===== src/rtl/clk_en_pkg.sv =====
// Shared constants and helpers for the programmable clock-enable generator.
// Imported by the channel sub-module and the top level.
package clk_en_pkg;

  localparam int MIN_DIV          = 2;
  localparam int DEF_DIV_100M_5HZ = 10_000_000;

  // Width of a channel index; a single channel still needs a 1-bit select port.
  function automatic int CH_IDX_W(input int n);
    return (n > 1) ? $clog2(n) : 1;
  endfunction

endpackage


===== src/rtl/clk_en_channel.sv =====
// One clock-enable channel: period counter, active/staged divisor, tick and toggle.
// A staged divisor is adopted only at a period boundary, or at once while the channel is idle.
module clk_en_channel
  import clk_en_pkg::*;
#(
  parameter int CNT_W   = 25,
  parameter int DEF_DIV = DEF_DIV_100M_5HZ
) (
  input  logic             i_clk,
  input  logic             i_rst_n,
  input  logic             i_enable,
  input  logic             i_wr,
  input  logic [CNT_W-1:0] i_wr_val,
  output logic             o_tick,
  output logic             o_slow_clk
);

  logic [CNT_W-1:0] cnt_q, cnt_d;
  logic [CNT_W-1:0] div_q, div_d;
  logic [CNT_W-1:0] shadow_q, shadow_d;
  logic             pend_q, pend_d;
  logic             tick_q, tick_d;
  logic             slow_q, slow_d;
  logic             terminal;

  assign terminal = (cnt_q >= (div_q - CNT_W'(1)));

  always_comb begin
    cnt_d    = cnt_q;
    div_d    = div_q;
    shadow_d = shadow_q;
    pend_d   = pend_q;
    tick_d   = 1'b0;
    slow_d   = slow_q;
    if (i_enable) begin
      if (terminal) begin
        cnt_d  = '0;
        tick_d = 1'b1;
        slow_d = ~slow_q;
        if (pend_q) begin
          div_d  = shadow_q;
          pend_d = 1'b0;
        end
      end else begin
        cnt_d = cnt_q + CNT_W'(1);
      end
    end else begin
      cnt_d = '0;
      if (pend_q) begin
        div_d  = shadow_q;
        pend_d = 1'b0;
      end
    end
    // A fresh write overrides an apply happening on the same edge, so it stays staged.
    if (i_wr) begin
      shadow_d = i_wr_val;
      pend_d   = 1'b1;
    end
  end

  always_ff @(posedge i_clk or negedge i_rst_n) begin
    if (!i_rst_n) begin
      cnt_q    <= '0;
      div_q    <= CNT_W'(DEF_DIV);
      shadow_q <= '0;
      pend_q   <= 1'b0;
      tick_q   <= 1'b0;
      slow_q   <= 1'b0;
    end else begin
      cnt_q    <= cnt_d;
      div_q    <= div_d;
      shadow_q <= shadow_d;
      pend_q   <= pend_d;
      tick_q   <= tick_d;
      slow_q   <= slow_d;
    end
  end

  assign o_tick     = tick_q;
  assign o_slow_clk = slow_q;

endmodule


===== src/rtl/clk_enable_gen.sv =====
// Multi-channel programmable clock-enable generator.
// Validates divisor writes, routes accepted ones to a channel and reports ack/err one cycle later.
module clk_enable_gen
  import clk_en_pkg::*;
#(
  parameter int NUM_CH  = 4,
  parameter int CNT_W   = 25,
  parameter int DEF_DIV = DEF_DIV_100M_5HZ
) (
  input  logic                          i_clk,
  input  logic                          i_rst_n,
  input  logic [NUM_CH-1:0]             i_enable,
  input  logic                          i_div_wr,
  input  logic [CH_IDX_W(NUM_CH)-1:0]   i_div_ch,
  input  logic [CNT_W-1:0]              i_div_val,
  output logic                          o_div_ack,
  output logic                          o_div_err,
  output logic [NUM_CH-1:0]             o_tick,
  output logic [NUM_CH-1:0]             o_slow_clk
);

  localparam int CH_W = CH_IDX_W(NUM_CH);

  logic              ch_ok;
  logic              val_ok;
  logic              wr_valid;
  logic [NUM_CH-1:0] ch_wr;
  logic              ack_q, ack_d;
  logic              err_q, err_d;

  // Widen the index by one bit so a non-power-of-two channel count can be range-checked.
  assign ch_ok    = ({1'b0, i_div_ch} < (CH_W+1)'(NUM_CH));
  assign val_ok   = (i_div_val >= CNT_W'(MIN_DIV));
  assign wr_valid = i_div_wr && ch_ok && val_ok;

  always_comb begin
    ack_d = wr_valid;
    err_d = i_div_wr && !wr_valid;
  end

  always_ff @(posedge i_clk or negedge i_rst_n) begin
    if (!i_rst_n) begin
      ack_q <= 1'b0;
      err_q <= 1'b0;
    end else begin
      ack_q <= ack_d;
      err_q <= err_d;
    end
  end

  assign o_div_ack = ack_q;
  assign o_div_err = err_q;

  for (genvar c = 0; c < NUM_CH; c++) begin : g_ch
    assign ch_wr[c] = wr_valid && (i_div_ch == CH_W'(c));

    clk_en_channel #(
      .CNT_W   (CNT_W),
      .DEF_DIV (DEF_DIV)
    ) u_ch (
      .i_clk      (i_clk),
      .i_rst_n    (i_rst_n),
      .i_enable   (i_enable[c]),
      .i_wr       (ch_wr[c]),
      .i_wr_val   (i_div_val),
      .o_tick     (o_tick[c]),
      .o_slow_clk (o_slow_clk[c])
    );
  end

endmodule

===== config.mk =====
export PLATFORM = sky130hd
export DESIGN_NAME = clk_enable_gen
export DESIGN_NICKNAME = d
export VERILOG_FILES = /design/src/rtl/clk_en_pkg.sv /design/src/rtl/clk_en_channel.sv /design/src/rtl/clk_enable_gen.sv
export SDC_FILE = /design/constraint.sdc
export NUM_CORES = 1
export LEC_CHECK = 0
export CAP_MARGIN = 20
export CORE_UTILIZATION = 55
export CTS_BUF_LIST = sky130_fd_sc_hd__clkbuf_2 sky130_fd_sc_hd__clkbuf_4 sky130_fd_sc_hd__clkbuf_8
export DETAILED_ROUTE_END_ITERATION = 6
export DONT_BUFFER_PORTS = 1
export PLACE_DENSITY = 0.73
export SYNTH_ARGS = -nofsm -noshare
export SYNTH_HDL_FRONTEND = slang
export SYNTH_SLANG_ARGS = --single-unit

===== constraint.sdc =====
create_clock -name i_clk -period 6.15 [get_ports i_clk]
set_input_delay 0.615 -clock i_clk [delete_from_list [all_inputs] [get_ports i_clk]]
set_output_delay 0.615 -clock i_clk [all_outputs]
set_load 0.01 [all_outputs]

==> impl.org <==
** Route
- Via count :: 11,480
- The first routing iteration left 608 violations.
- After detailed routing, the average wire length per cell comes to 17.40 microns.
- In the routed design, unresolved DRC markers number 0.
- Post-detailed-route count of antenna-violating nets :: 0
- Detailed-routing iteration count for the pre-antenna-repair pass :: 5
- Routed via count divided by cell count :: 5.834
- Summed over all layers, the routed wires come to 34,250 microns.

** STA
- Final setup TNS :: 0 ns
- Unrepaired setup endpoints after global routing :: false
- Derived from the worst setup path, the maximum achievable clock frequency is 0.2032 GHz.
- Largest clock skew in the final design :: 0.01998 ns
- Setup-violating endpoint count in the final report :: 0
- Final-report max-slew violation count :: 0
- Final hold analysis gives a worst-case slack of -0.2827 ns.
- For the finished layout, the period the worst path requires is roughly 4.9 ns.
- Number of hold-slack violations in the final timing report :: 282
- Of the available clock period, the critical path in the final layout requires 80.04%.
- At the pin with the least slew margin, the transition time is 1.021 ns.
- Measured against its own limit, the worst slew margin works out to 31.76%.

** Critical path
- Critical path's largest stage delay :: 0.72 ns
- Arr. time, crit path :: ~5.4 ns
- The startpoint identified for the worst register-to-register timing path is g_ch[1].u_ch.div_q[11].
- The cell family contributing the most delay on the critical path is simple AND/OR/NAND/NOR gates.
- The worst setup path is captured at a flip-flop.
- In this design, the critical path's most frequently occurring cell is sky130_fd_sc_hd__nand4_1.
- STA classifies the critical path startpoint as a flip-flop.
- Along the worst path, the maximum fanout reaches 25.
- Worst Path Required :: 6.62 ns
- Sequence of cells on the critical path :: or4_4, or3_4, nor4_1, nand4_1, nor3_1, xnor2_1, ha_1, nand4_1, or4_1, o2111a_1, a31oi_4, mux2_2
- Total buffers and inverters traversed by the critical path :: 0
- Critical path startpoint :: g_ch[1].u_ch.div_q[11]
- Among all stages on the critical path, the largest delay is contributed by sky130_fd_sc_hd__a31oi_4.
- Type of the worst setup path :: flip-flop to flip-flop

** Clocking
- Post-CTS setup buffer count :: 0
- TritonCTS built the clock tree.
- The clock tree synthesis step divided the H-tree into 2 levels.
- Clock latency on the worst-skew pair, taken at its later pin, is 0.59 ns.
- Clock tree synthesis inserted a total of 53 buffers.
- Clock-pin slew was measured on the worst setup and hold paths at 0.06 ns.
- CTS-repair resized insts :: 0
- The clock net in this run drives a total of 314 sinks.
- Clk buf depth :: 3
- The tree is rooted in a sky130_fd_sc_hd__clkbuf_8.

** Layout
- The net count of the finished layout is ~1,700.
- Relative to the synthesized area, the layout overhead comes to 9.306%.
- 0 antenna diodes ended up in the layout.
- After the flow finishes, the layout carries non-filler instances totaling 1,968.
- Leaving out fill and tap cells, the most frequent cells in the layout are 282 x sky130_fd_sc_hd__dfrtp_1, 173 x sky130_fd_sc_hd__mux2_2, 169 x sky130_fd_sc_hd__nor2_1, 108 x sky130_fd_sc_hd__ha_1, 107 x sky130_fd_sc_hd__xnor2_1.
- Ratio of cells with drive above 1 in the final layout :: a little over a fifth
- The library cell used most frequently in the layout, excluding fill and tap cells, is sky130_fd_sc_hd__dfrtp_1.
- Post-Route Utilization :: 61.42%

** Global route
- The initial antenna violation count came to 1.
- Residual overflow from global routing :: 0
- The first global-routing pass estimated 57,600 microns of wire.
- Global routing used 22.98% of the available tracks across all layers.
- Maximum number of pins on one net before global-route repair :: 315
- The number of global-route vias before repair came to 11,740.

** Floorplanning
- Overall die area :: 31,060 sq um
- Std cell rows :: 63
- Y dimension of the die :: 176.2 microns
- Number of primary I/O pins :: 44
- DIE WIDTH :: between 150 and 200 microns
- Floorplan Core Area :: 29,720 sq um
- The initial utilization of the core area, before any placement, comes to 56.19%.

** Yosys
- Number of enable flip-flop cells after synthesis :: 0
- Count of unique library cells instantiated by Yosys :: between 60 and 70
- Mapped Cells :: 1,521
- Avg Synthesized Cell Area :: 10.98 sq um
- The most used flip-flop cell after synthesis is sky130_fd_sc_hd__dfrtp_1.
- Syn_nets :: 1,663
- Area of the mapped netlist :: 16,700 sq um
- Counting flops and latches in the post-synthesis netlist gives 314.
- Of all flip-flops after synthesis, the portion carrying an async set or reset was 100.0%.
- The share of the Yosys chip area taken by registers is 47.30%.
- Yosys printed 0 warnings.

** Outcome
- The final reports fail on hold timing.
- Run status :: finished, violations left

** Worst hold path
- The tightest min-delay check is of the primary input to asynchronous set/reset pin type.

** Power
- The analysis attributes to cell leakage a power of roughly 8 nW.
- Across the VDD grid, the largest voltage drop is 0.2381 mV.
- Ratio of total power to cell area :: around 330 nW/um^2

** Place
- The congestion estimate from routability-driven global placement came to 0.7898.
- Count of placed standard cells including taps :: 1,866
- Summed over all nets, the half-perimeter wirelength after detailed placement is 23,180 microns.
- Number of input and output port buffers inserted :: 0

** Flow run
- The tool flagged a number of max-cap violations equal to 0.
per-layer routing:
layer | up-vias | GRT usage, % | part of all wire [%]
met5 | - | 1.763 | 0.13
met1 | 5723 | 28.66 | 43
met3 | 62 | 6.051 | 6.4
met4 | 2 | 6.775 | 1.9
li1 | 5431 | - | -
met2 | 264 | 38.86 | 49
registers in the layout, indices dropped and copies added, names as in the netlist:
signal	flops
g_ch.u_ch.cnt_q	100
g_ch.u_ch.div_q	100
g_ch.u_ch.o_slow_clk	4
g_ch.u_ch.o_tick	4
g_ch.u_ch.pend_q	4
g_ch.u_ch.shadow_q	100
o_div_ack	1
o_div_err	1
metrics by stage:
step	worst slack (ns)	instance area (sq um)	hold slack (ns)	total power, mW
4_1_cts	1.260	18170	-0.3038	6.159
3_3_place_gp	1.434	16990	0.3277	4.041
6_report	1.228	18250	-0.2827	6.102
3_5_place_dp	1.281	16990	0.3254	4.127
5_1_grt	0.8458	18250	-0.3102	6.482
2_1_floorplan	1.885	16700	0.3194	3.819
area by class of cell:
class,instances,area [sq um]
Clock inverter,13,95.09
Sequential cell,314,7898
Fill cell,2378,11460
Inverter,35,131.4
Timing Repair Buffer,8,120.1
Multi-Input combinational cell,1122,8437
Clock buffer,86,1084
Tap cell,390,488.0
cells by family (layout without fill, tap and decap cells):
family                   Yosys count  count (layout)  share of synthesized area, %
buffers and inverters             85             142                         2.240
AND/OR/NAND/NOR                  500             500                         15.06
AO/OA/AOI/OAI                    156             156                         5.927
XOR/XNOR                         184             184                         9.651
adder cells (fa/ha/maj)          108             108                         8.092
flip-flops                       314             314                         47.30
multiplexers                     174             174                         11.73
worst register-to-register path, stage by stage (launching register included):
cell	delay, ns
sky130_fd_sc_hd__dfrtp_1	0.41
sky130_fd_sc_hd__or4_4	0.55
sky130_fd_sc_hd__or3_4	0.35
sky130_fd_sc_hd__nor4_1	0.33
sky130_fd_sc_hd__nand4_1	0.25
sky130_fd_sc_hd__nor3_1	0.23
sky130_fd_sc_hd__xnor2_1	0.11
sky130_fd_sc_hd__ha_1	0.32
sky130_fd_sc_hd__nand4_1	0.18
sky130_fd_sc_hd__or4_1	0.62
sky130_fd_sc_hd__o2111a_1	0.31
sky130_fd_sc_hd__a31oi_4	0.72
sky130_fd_sc_hd__mux2_2	0.42
where the power goes:
group | switching, mW | internal [mW]
clock network | 0.854 | 1.16
registers | 0.392 | 2.50
logic | 0.538 | 0.661
path summary, 6_finish.rpt:
path                                                to  slack (ns)  depth (start not counted)
worst max register to register   g_ch[1].u_ch.div_q[2]        1.23                         12
worst min register to register   g_ch[0].u_ch.cnt_q[0]        0.49                          1
worst min-delay path            g_ch[0].u_ch.cnt_q[22]       -0.28                          0
worst max-delay path             g_ch[1].u_ch.div_q[2]        1.23                         12
min in group i_clk                 g_ch[0].u_ch.o_tick        0.17                          1
max in group asynchronous        g_ch[2].u_ch.cnt_q[4]        5.84                          0
cell usage after synthesis, types with 4 or more instances:
cell type	count	share of area [%]
sky130_fd_sc_hd__nand4_1	34	1.3
sky130_fd_sc_hd__nor4_1	31	1.2
sky130_fd_sc_hd__and4_1	13	0.68
sky130_fd_sc_hd__buf_2	14	0.42
sky130_fd_sc_hd__buf_4	10	0.45
sky130_fd_sc_hd__a211oi_1	4	0.18
sky130_fd_sc_hd__o21ai_0	52	1.6
sky130_fd_sc_hd__inv_1	35	0.79
sky130_fd_sc_hd__mux2_2	173	12
sky130_fd_sc_hd__dfstp_2	32	5.0
sky130_fd_sc_hd__or4_4	4	0.27
sky130_fd_sc_hd__or3_1	4	0.15
sky130_fd_sc_hd__or2_2	4	0.15
sky130_fd_sc_hd__a221oi_1	4	0.21
sky130_fd_sc_hd__xnor2_1	107	5.6
sky130_fd_sc_hd__clkbuf_1	25	0.56
sky130_fd_sc_hd__nor2_1	169	3.8
sky130_fd_sc_hd__or4_1	9	0.40
sky130_fd_sc_hd__and2_1	4	0.15
sky130_fd_sc_hd__a21oi_1	35	1.0
sky130_fd_sc_hd__and3_1	19	0.71
sky130_fd_sc_hd__nand2_1	100	2.2
sky130_fd_sc_hd__xor2_1	77	4.0
sky130_fd_sc_hd__nand3_1	45	1.3
sky130_fd_sc_hd__nand3b_1	6	0.27
sky130_fd_sc_hd__dfrtp_1	282	42
sky130_fd_sc_hd__a21o_1	10	0.45
sky130_fd_sc_hd__nand2b_1	5	0.19
sky130_fd_sc_hd__o211ai_1	26	1.2
sky130_fd_sc_hd__nor3_1	34	1.0
sky130_fd_sc_hd__ha_1	108	8.1
Power figures use the tool's default switching activity.
